[config.mk]
export PLATFORM = sky130hd
export DESIGN_NAME = multiplier_share_ctrl_flat
export DESIGN_NICKNAME = d
export VERILOG_FILES = /design/src/rtl/multiplier_share_ctrl_if.sv /design/src/rtl/multiplier_share_ctrl.sv /design/src/flat_wrapper.sv
export SDC_FILE = /design/constraint.sdc
export NUM_CORES = 1
export LEC_CHECK = 0
export CAP_MARGIN = 20
export CORE_ASPECT_RATIO = 1.5
export CORE_UTILIZATION = 43
export DETAILED_ROUTE_END_ITERATION = 6
export PLACE_DENSITY_LB_ADDON = 0.25
export SYNTH_ARGS = -nofsm -noshare
export SYNTH_HDL_FRONTEND = slang
export SYNTH_SLANG_ARGS = --single-unit
[constraint.sdc]
create_clock -name clk -period 4.3 [get_ports clk]
set_clock_uncertainty 0.15 [all_clocks]
set_input_delay 0.43 -clock clk [delete_from_list [all_inputs] [get_ports clk]]
set_output_delay 0.43 -clock clk [all_outputs]
set_load 0.02 [all_outputs]
[src/rtl/multiplier_share_ctrl_if.sv]
// Operand/result bus between the share controller and one buffered multiplier.
//
// The controller (master) time-multiplexes both operands onto mul_data.
// mul_load_a marks the cycle that carries operand A and mul_load_b marks the
// cycle that carries operand B. The multiplier (slave) returns the 2N-bit
// product on mul_result.
//
// Signals:
//   mul_data    N   controller -> multiplier, shared operand bus
//   mul_load_a  1   controller -> multiplier, operand A load strobe
//   mul_load_b  1   controller -> multiplier, operand B load strobe
//   mul_result  2N  multiplier -> controller, product
`timescale 1ns/1ps

interface multiplier_share_ctrl_if #(
    parameter int N = 8
);
    logic [N-1:0]   mul_data;
    logic           mul_load_a;
    logic           mul_load_b;
    logic [2*N-1:0] mul_result;

    modport master (
        output mul_data,
        output mul_load_a,
        output mul_load_b,
        input  mul_result
    );

    modport slave (
        input  mul_data,
        input  mul_load_a,
        input  mul_load_b,
        output mul_result
    );
endinterface

[src/rtl/multiplier_share_ctrl.sv]
// Two-requester round-robin controller for one shared buffered multiplier.
//
// The controller accepts one requester at a time and latches that
// requester's operands. It loads A and then B onto the multiplier's single
// operand bus, waits MUL_LAT cycles, and captures the product. It then
// reports the product back with a one-cycle done pulse. When both
// requesters ask in the same cycle, the one that was not served last wins.
//
// Parameters:
//   N        operand width (the product is 2N bits)
//   MUL_LAT  cycles from the mul_load_b cycle until mul_result is valid (>= 1)
//
// Ports:
//   clk, rst        clock (rising edge) and synchronous active-high reset
//   req0/a0/b0      requester 0 request level and operands
//   req1/a1/b1      requester 1 request level and operands
//   gnt0/gnt1       one-cycle pulse when a requester is accepted
//   done0/done1     one-cycle pulse when that requester's result is valid
//   result          last captured product, held until the next capture
//   busy            high whenever the controller is not idle
//   mul_bus         master side of the multiplier operand/result bus
`timescale 1ns/1ps

module multiplier_share_ctrl #(
    parameter int N       = 8,
    parameter int MUL_LAT = 1
) (
    input  logic                 clk,
    input  logic                 rst,
    input  logic                 req0,
    input  logic [N-1:0]         a0,
    input  logic [N-1:0]         b0,
    input  logic                 req1,
    input  logic [N-1:0]         a1,
    input  logic [N-1:0]         b1,
    output logic                 gnt0,
    output logic                 gnt1,
    output logic                 done0,
    output logic                 done1,
    output logic [2*N-1:0]       result,
    output logic                 busy,
    multiplier_share_ctrl_if.master mul_bus
);

    // The counter only has to hold MUL_LAT-1, but it is kept at least 1 bit wide.
    localparam int CNT_W = (MUL_LAT > 1) ? $clog2(MUL_LAT) : 1;

    typedef enum logic [2:0] {
        S_IDLE,
        S_LOAD_A,
        S_LOAD_B,
        S_WAIT,
        S_DONE
    } state_t;

    state_t           state_q, state_d;
    logic [N-1:0]     a_q, a_d;
    logic [N-1:0]     b_q, b_d;
    logic             owner_q, owner_d;
    logic             last_q, last_d;
    logic [CNT_W-1:0] cnt_q, cnt_d;
    logic [2*N-1:0]   result_q, result_d;

    logic             pick1;
    logic [N-1:0]     mul_data_c;
    logic             mul_load_a_c;
    logic             mul_load_b_c;

    // State register. On reset, last_q is set to 1 so that requester 0
    // wins the first tie.
    always_ff @(posedge clk) begin
        if (rst) begin
            state_q  <= S_IDLE;
            a_q      <= '0;
            b_q      <= '0;
            owner_q  <= 1'b0;
            last_q   <= 1'b1;
            cnt_q    <= '0;
            result_q <= '0;
        end else begin
            state_q  <= state_d;
            a_q      <= a_d;
            b_q      <= b_d;
            owner_q  <= owner_d;
            last_q   <= last_d;
            cnt_q    <= cnt_d;
            result_q <= result_d;
        end
    end

    // Arbitration. Requester 1 wins if it is the only one asking, or if
    // both are asking and requester 0 was the one served last.
    always_comb begin
        pick1 = req1 && (!req0 || !last_q);
    end

    // Next-state and output decode. The bus and the strobes default to
    // zero, so mul_data is 0 in every cycle that has no load strobe.
    always_comb begin
        state_d      = state_q;
        a_d          = a_q;
        b_d          = b_q;
        owner_d      = owner_q;
        last_d       = last_q;
        cnt_d        = cnt_q;
        result_d     = result_q;
        gnt0         = 1'b0;
        gnt1         = 1'b0;
        done0        = 1'b0;
        done1        = 1'b0;
        mul_data_c   = '0;
        mul_load_a_c = 1'b0;
        mul_load_b_c = 1'b0;

        case (state_q)
            S_IDLE: begin
                if (req0 || req1) begin
                    owner_d = pick1;
                    last_d  = pick1;
                    a_d     = pick1 ? a1 : a0;
                    b_d     = pick1 ? b1 : b0;
                    state_d = S_LOAD_A;
                end
            end
            S_LOAD_A: begin
                gnt0         = !owner_q;
                gnt1         = owner_q;
                mul_data_c   = a_q;
                mul_load_a_c = 1'b1;
                state_d      = S_LOAD_B;
            end
            S_LOAD_B: begin
                mul_data_c   = b_q;
                mul_load_b_c = 1'b1;
                cnt_d        = CNT_W'(MUL_LAT - 1);
                state_d      = S_WAIT;
            end
            S_WAIT: begin
                if (cnt_q == '0) begin
                    result_d = mul_bus.mul_result;
                    state_d  = S_DONE;
                end else begin
                    cnt_d = cnt_q - CNT_W'(1);
                end
            end
            S_DONE: begin
                done0   = !owner_q;
                done1   = owner_q;
                state_d = S_IDLE;
            end
            default: begin
                state_d = S_IDLE;
            end
        endcase
    end

    assign result             = result_q;
    assign busy               = (state_q != S_IDLE);
    assign mul_bus.mul_data   = mul_data_c;
    assign mul_bus.mul_load_a = mul_load_a_c;
    assign mul_bus.mul_load_b = mul_load_b_c;

endmodule
[src/flat_wrapper.sv]
// flat-port wrapper written by rule: the top's interface ports become plain ports
module multiplier_share_ctrl_flat 
#(
    parameter int N       = 8,
    parameter int MUL_LAT = 1
)
  (clk, rst, req0, a0, b0, req1, a1, b1, gnt0, gnt1, done0, done1, result, busy, mul_bus_mul_data, mul_bus_mul_load_a, mul_bus_mul_load_b, mul_bus_mul_result);
  multiplier_share_ctrl_if #(.N(N)) mul_bus_i ();
  input  logic clk;
  input  logic rst;
  input  logic req0;
  input  logic [N-1:0] a0;
  input  logic [N-1:0] b0;
  input  logic req1;
  input  logic [N-1:0] a1;
  input  logic [N-1:0] b1;
  output logic gnt0;
  output logic gnt1;
  output logic done0;
  output logic done1;
  output logic [2*N-1:0] result;
  output logic busy;
  output wire logic [$bits(mul_bus_i.mul_data)-1:0] mul_bus_mul_data;
  output wire logic [$bits(mul_bus_i.mul_load_a)-1:0] mul_bus_mul_load_a;
  output wire logic [$bits(mul_bus_i.mul_load_b)-1:0] mul_bus_mul_load_b;
  input wire logic [$bits(mul_bus_i.mul_result)-1:0] mul_bus_mul_result;
  assign mul_bus_mul_data = mul_bus_i.mul_data;
  assign mul_bus_mul_load_a = mul_bus_i.mul_load_a;
  assign mul_bus_mul_load_b = mul_bus_i.mul_load_b;
  assign mul_bus_i.mul_result = mul_bus_mul_result;
  multiplier_share_ctrl #(.N(N), .MUL_LAT(MUL_LAT)) u_core (.clk(clk), .rst(rst), .req0(req0), .a0(a0), .b0(b0), .req1(req1), .a1(a1), .b1(b1), .gnt0(gnt0), .gnt1(gnt1), .done0(done0), .done1(done1), .result(result), .busy(busy), .mul_bus(mul_bus_i));
endmodule
==> Word level (Yosys, flattened, before mapping) <==
Cells that the tools add are included.
{ "totals": {"regBits": 38, "inputBits": 52, "out_inout_bits": 31, "elab_cells": 41} }
{ "classes": {"n_addsub": 1, "eq_ne": 6, "n_mux": 14, "bitwise": 1, "reduce_logical": 12} }
{ "op_table": {"columns": ["operator", "count"], "rows": [
  ["$mux W8", 2],
  ["$pmux W8 S2", 1],
  ["$pmux W3 S4", 1],
  ["$mux W1", 7],
  ["$eq A3 B2 Y1 const B", 2],
  ["$mux W3", 2],
  ["$reduce_and A2 Y1", 3],
  ["$eq A3 B1 Y1 const B", 1],
  ["$eq A3 B3 Y1 const B", 1],
  ["$logic_not A1 Y1", 3],
  ["$logic_not A3 Y1", 1],
  ["$reduce_bool A3 Y1", 1],
  ["$logic_or A1 B1 Y1", 2],
  ["$ne A2 B1 Y1 const B", 1],
  ["$ne A2 B2 Y1 const B", 1],
  ["$pmux W1 S2", 1],
  ["$reduce_bool A2 Y1", 1],
  ["$logic_and A1 B1 Y1", 1],
  ["$not A1 Y1", 1],
  ["$sub A1 B1 Y1 const B", 1]
]} }

==> Logic depth before layout (Yosys ltp) <==
Gate-level depths: netlist of the first run.
{ "depth": {"ltp_word": 4, "mapped_depth": 7} }

==> Worst setup path after synthesis of the first run <==
No wires, ideal clock.
{ "synth_timing": {"path_type": "flip-flop to output port", "start": "reg u_core.state_q[1]", "end": "out gnt0", "t_arrival_ps": 1478, "setup_slack_ps": 2242, "path_stages_with_launch": 5, "path_cell_list": "dfxtp_1 buf_4 nor3b_1 clkbuf_1 nor2b_1"} }
{ "synth_via": {"elab_chain_len": 2} }
{ "synth_rtl": {"columns": ["item", "line_no", "rtl"], "rows": [
  ["start, declared", "multiplier_share_ctrl.sv:56", "state_t state_q, state_d;"],
  ["start signal, assigned", "multiplier_share_ctrl.sv:81", "state_q <= state_d;"],
  ["$eq A3 B1 Y1", "multiplier_share_ctrl.sv:115", "case (state_q)"],
  ["$mux W1", "multiplier_share_ctrl.sv:115", null],
  ["end, declared", "flat_wrapper.sv:17", "output logic gnt0;"]
]} }
Every way passes these cells.

==> Worst setup path in the final report of the first run <==
{ "layout_timing": {"start": "reg u_core.state_q[1]", "end": "out mul_bus_mul_data[2]"} }
{ "layout_via": {"elab_chain_len": 2, "elab_cells_between_ends": 3, "cone_classes": "eq/ne: 2; mux: 1"} }
{ "layout_rtl": {"columns": ["item", "line_no", "rtl"], "rows": [
  ["$eq A3 B2 Y1 or $eq A3 B1 Y1 (tied branches)", "multiplier_share_ctrl.sv:115", null],
  ["$pmux W8 S2 *", "multiplier_share_ctrl.sv:115", null],
  ["end, declared", "flat_wrapper.sv:23", "output wire logic [$bits(mul_bus_i.mul_data)-1:0] mul_bus_mul_data;"]
]} }
Mark *: on every way between the ends. The rest lies on a longest branch, timed or not.

==> results of run 1 <==
through the flow:
stage               util [%]  std cells
CTS                    69.28        318
global route           69.28        318
floorplan                  -        200
detailed placement     67.04        310
global placement       67.04        310
finish                 69.28        318
registers in the layout, summed over array words and instances (netlist names):
signal / count
u_core.b_q: 8
u_core.last_q: 1
u_core.a_q: 8
u_core.state_q: 3
u_core.result: 16
u_core.owner_q: 1
worst max-delay path by stage:
| stage | endpoint | slack, ns | cells after the start |
|---|---|---|---|
| 2_1_floorplan | gnt0 | 2.24 | 4 |
| 3_3_place_gp | mul_bus_mul_data[7] | 1.81 | 3 |
| 3_5_place_dp | mul_bus_mul_data[2] | 1.75 | 3 |
| 4_1_cts | mul_bus_mul_data[2] | 1.42 | 3 |
| 5_1_grt | mul_bus_mul_data[2] | 1.30 | 3 |
| 6_report | mul_bus_mul_data[2] | 1.44 | 3 |
cell families (layout without fill, tap and decap cells):
group	Yosys count	in the layout	synth area share, %
xor+xnor	1	1	0.5240
compound gates	43	43	20.06
buf+inv	49	124	12.72
simple gates	70	70	22.38
flops	37	37	44.31
Yosys cell counts:
cell type	count	area share (%)
buf_6	3	2.0
nor3b_1	1	0.45
nor4_1	1	0.37
a21oi_1	16	4.8
nor2_1	3	0.67
a211o_1	1	0.52
and3_1	2	0.75
nor4bb_1	1	0.60
o21ba_2	1	0.60
and3b_1	1	0.52
inv_2	1	0.22
nor4b_1	1	0.52
and2_1	1	0.37
nor3_4	1	0.97
nand2b_1	17	6.4
nor3_1	2	0.60
nor2b_1	1	0.37
dfxtp_1	37	44
nor3b_2	1	0.75
clkbuf_1	11	2.5
a21boi_0	1	0.45
a22o_1	8	4.2
nand3b_1	1	0.45
buf_4	1	0.45
and4b_1	1	0.60
a221oi_1	1	0.52
inv_1	31	7.0
or3_1	1	0.37
xnor2_1	1	0.52
a222oi_1	15	9.0
buf_2	2	0.60
nand2_1	34	7.6
power by group through the flow:
| stage | clock network (W) | logic (W) | registers (W) |
|---|---|---|---|
| finish | 0.000231 | 0.000225 | 0.000410 |
| global route | 0.000255 | 0.000246 | 0.000415 |
| CTS | 0.000240 | 0.000227 | 0.000410 |
| detailed placement | 0 | 0.000226 | 0.000418 |
| global placement | 0 | 0.000222 | 0.000417 |
| floorplan | 0 | 0.000129 | 0.000412 |
layer usage:
metal	part of all wire [%]	vias up	GRT usage (%)
met4	1.5	0	7.895
met5	0	-	0
li1	-	821	-
met1	39	755	22.40
met3	9.3	6	8.527
met2	51	66	40.89
layout make-up:
| cell class | instances | area, um2 |
|---|---|---|
| Inverter | 32 | 120.1 |
| Clock inverter | 2 | 10.01 |
| Tap cell | 43 | 53.80 |
| Sequential cell | 37 | 740.7 |
| Clock buffer | 6 | 72.57 |
| Multi-Input combinational cell | 114 | 718.2 |
| Timing Repair Buffer | 84 | 835.8 |
| Fill cell | 318 | 1131 |
worst max-delay path: stages (launching register included):
cell,delay [ns]
dfxtp_1,0.53
nor3b_2,0.61
a22o_1,0.25
clkdlybuf4s50_1,0.60
==> results.md, run 1 <==
- Outcome: finished clean
- Vias/cell: 5.182
- Ant. Diodes: 0
- Setup-failing EPs final: 0
- Post-Syn Instances: 200
- Vias in the first global route: 1639
- Pre-CTS setup slack: 1.749 ns
- GPL Wtd Cong: 0.6954
- Share of layout cells above drive strength 1: 4.727%
- RSZ-0062 raised after global routing: false
- CP arrival: 2.28 ns
- Crit path max fanout: 9
- Synth Net Count: 252
- Final HPWL DP: 2967 um
- IO buf count: 82
- Switching Fraction: 28.79%
- Die footprint: 4146 um2
- Reg2Reg Launch Point: u_core.state_q[0]$_SDFFE_PP0P_
- Reg2reg end: u_core.a_q[5]$_SDFFE_PP0P_
- Core Region: 3682 um2
- Required time of the critical path: 3.72 ns
- Hold EP: u_core.result[5]$_SDFFE_PP0N_
- Setup ws final: 1.442 ns
- Cts bufs inserted: 5
- DRC: 0
- Startpoint types: register
- Setup TNS: 0 ns
- Flop pwr share: 47.3%
- TritonCTS clock tree: yes
- # nets final: 326
- Initial Util: 45.40%
- Hold Vio Cnt, Final: 0
- Die Wd: 52.91 um
- Hold WC Path Type: reg -> reg
- Clk_lat worst skew: 0.28 ns
- Fmax: 349.9 MHz
- Internal power: 0.0006168 W
- Post-CTS setup buffers: 0
- Max-cap violations: 0
- Pwr Density: 339.5 nW/um2
- Reg-to-reg slack, setup: 2.26 ns
- Total power: 0.0008662 W
- Synthesis-to-layout area growth: 52.62%
- Clock buffer depth: 2
- Worst Hold Launch: u_core.result[5]$_SDFFE_PP0N_
- Clock root cell: clkbuf_8
- Leakage Power: 1.071 nW
- Design Area, Final: 2551 um2
- IO Pins: 83
- Final Critical Period: 2.858 ns
- Commonest non-fill, non-tap cells in the layout: 82 x clkdlybuf4s50_1, 37 x dfxtp_1, 34 x nand2_1
- Hold depth: 2
- Placed inst area: 2469 um2
- Via Count: 1648
- Worst slew margin: 57.20%
- Endpoint class of the critical path: output port
- Global-route wire length before repair: 6996 um
- Clock sink count: 37
- Total congestion overflow: 0
- Seq/Total Area, Yosys: 44.31%
- Synth Area per Inst: 8.358 um2
- Clk network pwr share: 26.7%
- Total GRT Usage: 22.57%
- Commonest non-fill, non-tap cell in the layout: clkdlybuf4s50_1
- TritonRoute pass-1 iters: 4
- Die height: 78.36 um
- Routed WL: 4144 um
- Peak VDD IR: 0.2580 mV
- Hold Buf Count CTS: 0
- Antenna violations before repair: 0
- Tightest Pin Transition: 0.6392 ns
- Routed Antenna Nets: 0
- Fin. max-slew vios: 0
- H-Tree Depth: 2
- Pin count of the biggest net entering global routing: 39
- DR iter-0 viols: 72
- Netlist Area Pre-Place: 1672 um2
- CP startpoint: u_core.state_q[1]$_SDFFE_PP0P_
- Worst hold slack: 0.3029 ns
- CP Class: reg -> out
- Combinational cell fraction of total power: 26.0%
- Num rows: 27
- Synth cell types: 32
- Post-CTS Resized: 0
- Synthesis-stage register bit count: 37
- DR WL/cell: 13.03 um
- Clk slew on worst S/H paths: 0.07 ns
- Fin crit share: 66.46%
- Net switching power figure: 0.0002494 W
- Worst Reg2Reg Path Length in Cells: 4
- Ys Warns: 0
(Power assumes the default switching activity.)
==> run 2: changes to the inputs <==
CORE_UTILIZATION = 36   (was 43)
clock period = 2.4 ns   (was 4.3 ns; I/O delays follow)
==> run 2 against run 1 <==
  * The flow now finishes with violations (design-rule violations)
  * Hold slack improved by 0.0016 ns
  * Flip-flop and latch count unchanged
  * First-iteration DRC count increased by 28%
  * Sequential power increased by 79%
  * Total power increased by 96%
  * Clock power increased by 140%
  * Largest power group unchanged
  * Combinational power increased by 81%
  * Die area increased by 19%
  * Sequential share of layout area decreased by 0.65 points
  * Cell area increased by 2.6%
  * Utilization decreased by 11 points
  * Clock-buffer cell count increased by 1
==> results.md, run 2 (synthesized netlist as in run 1, its figures left out) <==
- Max FFs per register: 16 (unchanged)
- CP arrival: 1.89 ns (-0.39 ns)
- DR WL/cell: 12.24 um (-6.1%)
- Vias/cell: 4.994 (-3.6%)
- Num rows: 30 (+11%)
- Die height: 85.46 um (+9.1%)
- Outcome: complete, but fails checks
- # nets final: 329 (+0.92%)
- Area of the multi-input gates: 718.2 um2 (unchanged)
- GPL Wtd Cong: 0.6990 (+0.52%)
- Clk slew on worst S/H paths: 0.07 ns (about the same)
- Fin crit share: 94.80%
- Die Wd: 57.64 um (+8.9%)
- Startpoint types: register
- Clock sink count: 37 (unchanged)
- Worst slew margin: 57.43% (+0.22 points)
- IO buf count: 82 (unchanged)
- Commonest non-fill, non-tap cell in the layout: clkdlybuf4s50_1
- TritonRoute pass-1 iters: 7 (+3)
- RSZ-0062 raised after global routing: false
- Fmax: 439.5 MHz
- Tightest Pin Transition: 0.6367 ns (-0.002470 ns)
- Endpoint class of the critical path: output port
- Vias in the first global route: 1609 (-1.8%)
- Ant. Diodes: 0 (unchanged)
- DRC: 7 (+7)
- Setup-failing EPs final: 0 (unchanged)
- Synthesis-to-layout area growth: 56.66%
- Setup TNS: 0 ns (unchanged)
- Final HPWL DP: 2780 um (-6.3%)
- Global-route wire length before repair: 6872 um (-1.8%)
- Clock buffer depth: 2 (unchanged)
- Commonest non-fill, non-tap cells in the layout: 81 x clkdlybuf4s50_1, 35 x dfxtp_1, 34 x nand2_1
- Antenna violations before repair: 0 (unchanged)
- Max-cap violations: 0 (unchanged)
- DR iter-0 viols: 92 (+28%)
- H-Tree Depth: 2 (unchanged)
- Failing checks: design-rule violations
- Clock root cell: clkbuf_8
- Clk_lat worst skew: 0.29 ns (about the same)
- Post-CTS setup buffers: 0 (unchanged)
- Register area: 743.2 um2 (+0.34%)
- Routed WL: 3991 um (-3.7%)
- Share of layout cells above drive strength 1: 6.475% (+1.7 points)
- Core Region: 4504 um2 (+22%)
- Required time of the critical path: 2.01 ns (-1.71 ns)
- Initial Util: 37.11% (-8.3 points)
- Util after Layout: 58.14% (-11 points)
- Die footprint: 4925 um2 (+19%)
- CP Class: reg -> out
- Cts bufs inserted: 5 (unchanged)
- Hold Buf Count CTS: 0 (unchanged)
- Peak VDD IR: 0.3862 mV (+50%)
- Via Count: 1628 (-1.2%)
- Pwr Density: 647.4 nW/um2 (+91%)
- Final Critical Period: 2.275 ns
- Total GRT Usage: 17.94% (-4.6 points)
- IO Pins: 83 (unchanged)
- TritonCTS clock tree: yes
- Routed Antenna Nets: 0 (unchanged)
- Leakage Power: 1.116 nW (+4.2%)
- Filler instances: 424 (+33%)
- Crit path max fanout: 11 (+2)
- Hold WC Path Type: reg -> reg
- Total congestion overflow: 0 (unchanged)
- Pin count of the biggest net entering global routing: 38 (-2.6%)
- Hold Vio Cnt, Final: 0 (unchanged)
- Fin. max-slew vios: 0 (unchanged)
-- run 2: layout make-up --
class	instances	share of cell area, %
flip-flops and latches	37	28.38
inverters	32	4.587
well taps	48	2.293
clock inverters	1	1.147
clock buffers	7	3.297
repair buffers	87	32.87
multi-input cells	114	27.42
-- run 2: path summary, 6_finish.rpt --
path,startpoint,end,slack [ns],cells past startpoint
worst min-delay path,u_core.result[5]$_SDFFE_PP0N_,u_core.result[5]$_SDFFE_PP0N_,0.30,2
worst min register to register,u_core.result[5]$_SDFFE_PP0N_,u_core.result[5]$_SDFFE_PP0N_,0.30,2
worst max register to register,u_core.state_q[0]$_SDFFE_PP0P_,u_core.b_q[4]$_SDFFE_PP0P_,0.47,4
worst max-delay path,u_core.state_q[0]$_SDFFE_PP0P_,mul_bus_mul_data[5],0.12,4
-- run 2: critical path, cell delays in order (launching register included) --
cell and delay, ns:
dfxtp_2 0.44, nor3b_1 0.21, buf_4 0.21, a22o_1 0.14, clkdlybuf4s50_1 0.60
-- run 2: timing repair --
item                                    in CTS  in global routing
endpoints found under the setup margin       5                  9
pin swaps                                    0                  0
endpoints found under the hold margin        0                  0
gates resized for setup                      1                  2
-- run 2: routing by layer --
metal	share of wire (%)	wire length, um	global-route usage, %	up-vias
met2	46	1853	31.61	72
met3	10	401	6.250	5
li1	-	-	-	824
met5	0	0	0	-
met4	1.6	62	7.317	0
met1	42	1673	19.03	727
-- run 2: through the flow --
step / power [W] / setup slack (ns) / area, um2 / std cells / hold slack [ns]
6_report: 0.001695 / 0.1247 / 2619 / 326 / 0.3046
5_1_grt: 0.001784 / 0.008162 / 2619 / 326 / 0.3305
4_1_cts: 0.001723 / 0.003190 / 2615 / 326 / 0.3090
2_1_floorplan: 0.0009687 / 0.5318 / 1672 / 200 / 0.2260
3_3_place_gp: 0.001154 / 0.3380 / 2497 / 318 / 0.2906
3_5_place_dp: 0.001159 / 0.2956 / 2497 / 318 / 0.2981
-- run 2: where the power goes --
part | internal [W] | total, W | switching, W
clock | 0.000339 | 0.000553 | 0.000215
combinational | 0.000227 | 0.000408 | 0.000182
sequential | 0.000686 | 0.000734 | 0.0000479
==> run 3: changes to the inputs <==
GPL_ROUTABILITY_DRIVEN = 0   (was default)
==> results of run 3 <==
No change in the layout: final DEF, timing and power equal those of run 2.
